==> config.mk <==
export PLATFORM = sky130hd
export DESIGN_NAME = core_mem_s
export DESIGN_NICKNAME = d
export VERILOG_FILES = /design/src/rtl/core_mem_s.sv
export SDC_FILE = /design/constraint.sdc
export NUM_CORES = 1
export LEC_CHECK = 0
export CAP_MARGIN = 20
export CORE_AREA = 2 2 112 114
export CTS_BUF_LIST = sky130_fd_sc_hd__clkbuf_4 sky130_fd_sc_hd__clkbuf_8
export DETAILED_ROUTE_END_ITERATION = 8
export DIE_AREA = 0 0 114 116
export PLACE_DENSITY = 0.73
export SYNTH_ARGS = -nofsm -noshare
export SYNTH_HDL_FRONTEND = slang
export SYNTH_SLANG_ARGS = --single-unit
==> constraint.sdc <==
create_clock -name clk -period 5.5 [get_ports clk]
set_clock_uncertainty 0.05 [all_clocks]
set_input_delay 1.375 -clock clk [delete_from_list [all_inputs] [get_ports clk]]
set_output_delay 1.375 -clock clk [all_outputs]
set_load 0.005 [all_outputs]
==> src/rtl/core_mem_s.sv <==
// core_mem_s: memory stage that issues L1D requests, aligns and extends load data and registers the writeback.
// Define CORE_MEM_MISALIGN_CHK_EN to suppress misaligned half/word accesses and flag them on mem_misalign_out_reg.
module core_mem_s (
   input  logic        clk,
   input  logic        rst,
   input  logic        mem_enb,
   input  logic        mem_kill,
   input  logic [31:0] mem_alu_result_in,
   input  logic [31:0] mem_addr_in,
   input  logic [31:0] mem_w_data_in,
   input  logic [6:0]  mem_l1d_bus_in,
   input  logic        mem_mux_alu_mem_in,
   input  logic        mem_we_reg_file_in,
   input  logic [2:0]  mem_wb_sx_op_in,
   input  logic [4:0]  mem_rd_in,
   output logic        l1d_req_val,
   output logic        l1d_req_cop,
   output logic [31:0] l1d_req_addr,
   output logic [31:0] l1d_req_wdata,
   output logic [3:0]  l1d_req_be,
   input  logic        l1d_req_ack,
   input  logic        l1d_resp_val,
   input  logic [31:0] l1d_resp_rdata,
   output logic [31:0] mem_result_out_reg,
   output logic        mem_we_reg_file_out_reg,
   output logic [4:0]  mem_rd_out_reg,
`ifdef CORE_MEM_MISALIGN_CHK_EN
   output logic        mem_misalign_out_reg,
`endif
   output logic [31:0] mem2exe_result,
   output logic        mem2haz_stall
);

   typedef enum logic [1:0] {IDLE, WAIT_ACK, WAIT_RESP, DRAIN} state_t;

   state_t      state, state_nxt;
   logic        op_vld, is_wr, misalign, mem_op;
   logic [1:0]  size;
   logic [7:0]  ld_byte;
   logic [15:0] ld_half;
   logic [31:0] ld_ext, result_nxt;
   logic [2:0]  unused_bus;

   assign unused_bus = mem_l1d_bus_in[6:4];

   assign op_vld = mem_l1d_bus_in[0] & ~mem_kill;
   assign is_wr  = mem_l1d_bus_in[1];
   assign size   = mem_l1d_bus_in[3:2];

`ifdef CORE_MEM_MISALIGN_CHK_EN
   assign misalign = ((size == 2'b01) & mem_addr_in[0]) | (size[1] & (mem_addr_in[1:0] != 2'b00));
`else
   assign misalign = 1'b0;
`endif

   // A misaligned op never reaches the cache, so it neither requests nor stalls.
   assign mem_op = op_vld & ~misalign;

   always_ff @(posedge clk) begin
      if (rst) state <= IDLE;
      else     state <= state_nxt;
   end

   always_comb begin
      state_nxt = state;
      case (state)
         IDLE, WAIT_ACK: begin
            if (!mem_op)          state_nxt = IDLE;
            else if (l1d_req_ack) state_nxt = is_wr ? IDLE : WAIT_RESP;
            else                  state_nxt = WAIT_ACK;
         end
         // A response arriving with the kill completes the old load, so there is nothing left to drain.
         WAIT_RESP: begin
            if (l1d_resp_val)  state_nxt = IDLE;
            else if (mem_kill) state_nxt = DRAIN;
         end
         DRAIN: begin
            if (l1d_resp_val) state_nxt = IDLE;
         end
         default: state_nxt = IDLE;
      endcase
   end

   always_comb begin
      l1d_req_val   = 1'b0;
      mem2haz_stall = 1'b0;
      if (!rst) begin
         case (state)
            IDLE, WAIT_ACK: begin
               l1d_req_val   = mem_op;
               mem2haz_stall = mem_op & ~(is_wr & l1d_req_ack);
            end
            WAIT_RESP: mem2haz_stall = op_vld & ~l1d_resp_val;
            DRAIN:     mem2haz_stall = op_vld;
            default: begin
               l1d_req_val   = 1'b0;
               mem2haz_stall = 1'b0;
            end
         endcase
      end
   end

   assign l1d_req_cop    = is_wr;
   assign l1d_req_addr   = {mem_addr_in[31:2], 2'b00};
   assign mem2exe_result = mem_alu_result_in;

   always_comb begin
      l1d_req_be    = 4'b1111;
      l1d_req_wdata = mem_w_data_in;
      case (size)
         2'b00: begin
            l1d_req_be    = 4'b0001 << mem_addr_in[1:0];
            l1d_req_wdata = {4{mem_w_data_in[7:0]}};
         end
         2'b01: begin
            l1d_req_be    = 4'b0011 << {mem_addr_in[1], 1'b0};
            l1d_req_wdata = {2{mem_w_data_in[15:0]}};
         end
         default: begin
            l1d_req_be    = 4'b1111;
            l1d_req_wdata = mem_w_data_in;
         end
      endcase
   end

   always_comb begin
      case (mem_addr_in[1:0])
         2'b00:   ld_byte = l1d_resp_rdata[7:0];
         2'b01:   ld_byte = l1d_resp_rdata[15:8];
         2'b10:   ld_byte = l1d_resp_rdata[23:16];
         default: ld_byte = l1d_resp_rdata[31:24];
      endcase
      ld_half = mem_addr_in[1] ? l1d_resp_rdata[31:16] : l1d_resp_rdata[15:0];
      case (mem_wb_sx_op_in)
         3'b001:  ld_ext = {{24{ld_byte[7]}}, ld_byte};
         3'b010:  ld_ext = {24'd0, ld_byte};
         3'b011:  ld_ext = {{16{ld_half[15]}}, ld_half};
         3'b100:  ld_ext = {16'd0, ld_half};
         default: ld_ext = l1d_resp_rdata;
      endcase
   end

   assign result_nxt = mem_mux_alu_mem_in ? ld_ext : mem_alu_result_in;

   // Kill flushes the writeback slot even while the stage is stalled or disabled.
   always_ff @(posedge clk) begin
      if (rst || mem_kill) begin
         mem_result_out_reg      <= 32'd0;
         mem_we_reg_file_out_reg <= 1'b0;
         mem_rd_out_reg          <= 5'd0;
      end else if (mem_enb && !mem2haz_stall) begin
         mem_result_out_reg      <= result_nxt;
         mem_we_reg_file_out_reg <= mem_we_reg_file_in & ~(op_vld & misalign);
         mem_rd_out_reg          <= mem_rd_in;
      end
   end

`ifdef CORE_MEM_MISALIGN_CHK_EN
   always_ff @(posedge clk) begin
      if (rst || mem_kill)                mem_misalign_out_reg <= 1'b0;
      else if (mem_enb && !mem2haz_stall) mem_misalign_out_reg <= op_vld & misalign;
   end
`endif

endmodule

==> run metrics <==
Final Net Count=~710; R2R Path Start=state[1]$_SDFFE_PP0P_; final worst slack=approximately 0.71 ns; synthesized area=3350 um2; Critical Path, Cell by Cell=clkdlybuf4s50_1, buf_4, nor2_1, mux2_2, clkdlybuf4s50_1; global-route wire length before repair=~18000 um; WHS Path Cells=2; Power Density=between 150 and 200 nW/um2; vias in the first global route=3512; Total Wirelength=12200 um; final hold violation count=0; CP peak stage delay=between 0.5 and 0.6 ns; CP Launch Type=input port; die width=114 um; WHS Endpoint=mem_result_out_reg[13]$_SDFFE_PP0P_; Core Footprint=about 12000 um2; post-route design area=~5300 um2; async set-reset flop share out of synthesis=0; Die Ht=about 120 um; Seq cells post-synth=40; Post-CTS Setup Bufs=0; Least-Margin Pin Slew=between 0.9 and 1 ns; IO Pins=about 290; CTS H-tree depth=2; DRC viols=0; placed instance count=700; FF-to-FF End=mem_result_out_reg[13]$_SDFFE_PP0P_; Clock Sink Count=40; initial DRC count=between 100 and 150; leading area contributor after synthesis=dfxtp_1; reg-to-reg setup timing slack=3.27 ns; Area Growth Syn to Fin=57.5%; DRT Pass-1 Iters=4; initial antenna violation count=0; Clock Pin Slew Worst Setup and Hold Paths=0.08 ns; worst-skew pair later-pin latency=between 0.2 and 0.3 ns; crit path DAT=roughly 3.4 ns; synth cell count leaders=buf_4, nor2_1, dfxtp_1, nand2_1, o21ai_0; Max IR drop VDD=a little under 0.00009 V; Critical Path RT=between 4 and 5 ns; maxcap violations=0; vias post-DR=approximately 3500; Synth Flop Type=dfxtp_1; Initial Util=0.281; Synth cell types=between 40 and 50; vias per cell=4.93; number of synthesized flops with an enable pin=0; DP Wirelength=between 9000 and 10000 um; nature of the critical path endpoint=primary output; I/O Buffers=226; Syn. warnings=0; Final TNS setup=0 ns; max reg flops=32; Clock Tree Root=clkbuf_8; post-synthesis sequential area ratio=0.239; Mapped Avg Cell Area=7.99 um2; Post-DRT Antenna Nets=0; maximum fanout along the worst path=11; wire per inst=~17 um; reg2reg path depth=6; Slew Limit Fails=0; Syn Inst Count=between 400 and 500; FMAX=about 210 MHz; gr ovfl total=0; top post-synthesis cells by area=dfxtp_1, buf_4, mux2i_1; post-placement cell area=5180 um2; top-count cell post-synth=buf_4; CP max stage cell=nor2_1; hold_sp=mem_result_out_reg[13]$_SDFFE_PP0P_; largest net degree at the start of global routing=51; clock period minus final worst setup slack=~4.8 ns; final std cells w/o fill=about 710; Final Cycle Share=0.872; Total GRT Usage=0.176; CTS Buf Count=5; Max clock buf depth=2; # diodes=0; Rows=40; final setup violation count=0; unrepaired setup endpoints after global routing=no; Place WS=~0.67 ns; gp weighted congestion=roughly 0.81; Pwr Total=approximately 860 uW; critical path type=input port to primary output; Hold Buf Count CTS=0; Slew Limit Headroom=0.348; static leakage=between 0.0015 and 0.002 uW; min-delay worst type=flop to flop; Die Footprint=approximately 13000 um2; fraction of layout cells with a size suffix above 1=0.0838; area share of the largest cell type after synthesis=0.239; most used cell, CP=clkdlybuf4s50_1; status=complete, no violations; post_cts resized=0; CTS tree=yes
## worst max-delay path: cells and delay by family
kind / cells / cell delay [ns]
and+or+nand+nor: 1 / 0.53
buffers and inverters: 3 / 1.03
muxes: 1 / 0.42
## kinds of logic (layout without fill, tap and decap cells)
kind of cell	count (synthesis)	count (layout)	synth area share
simple gates	116	116	0.162
buf+inv	112	253	0.217
compound gates	104	104	0.208
mux	45	45	0.170
flops	40	40	0.239
other cells	1	2	0.00112
xor+xnor	1	1	0.00262
## cell usage in the layout, fill, tap and decap left out, types with 10 or more instances in the layout
cell type        count
mux2i_1             21
a211oi_1            16
nor2_1              44
o21ai_0             26
inv_1               11
dfxtp_1             40
mux2_2              16
nand3_1             10
clkdlybuf4s50_1    225
a21oi_1             24
nand2_1             38
## power breakdown
group	internal [uW]	switching, uW
clock network	107	103
registers	301	6.25
logic	202	135
## routing by layer
metal / track usage / vias up / wire length, um
met2: 0.324 / 164 / 6130
met3: 0.0424 / 22 / 951
met1: 0.199 / 1605 / 4810
met4: 0.0610 / 0 / 299
li1: - / 1702 / -
met5: 0 / - / 0
## how the worst max path moves through the flow
stage | start | endpoint | slack (ns)
after CTS | mem_l1d_bus_in[2] | l1d_req_wdata[10] | 0.66
after global routing | mem_l1d_bus_in[2] | l1d_req_wdata[10] | 0.54
after global placement | mem_l1d_bus_in[2] | l1d_req_wdata[10] | 0.67
after floorplan | mem_l1d_bus_in[3] | l1d_req_wdata[10] | 1.92
final | mem_l1d_bus_in[2] | l1d_req_wdata[10] | 0.71
after detailed placement | mem_l1d_bus_in[2] | l1d_req_wdata[10] | 0.67
## stage by stage
stage          hold WS (ns)   util
2_1_floorplan         0.403      -
3_3_place_gp          0.395  0.435
3_5_place_dp          0.398  0.435
4_1_cts               0.409  0.443
5_1_grt               0.429  0.443
6_report              0.408  0.443
## cell type report
class                           count  area (um2)
Tap cell                          147         184
Clock inverter                      1        7.51
Inverter                           11        41.3
Multi-Input combinational cell    268        1830
Sequential cell                    40         801
Timing Repair Buffer              234        2320
Clock buffer                        7        90.1
Fill cell                        1175        6640
No activity file was read; power rests on OpenSTA's default activity.
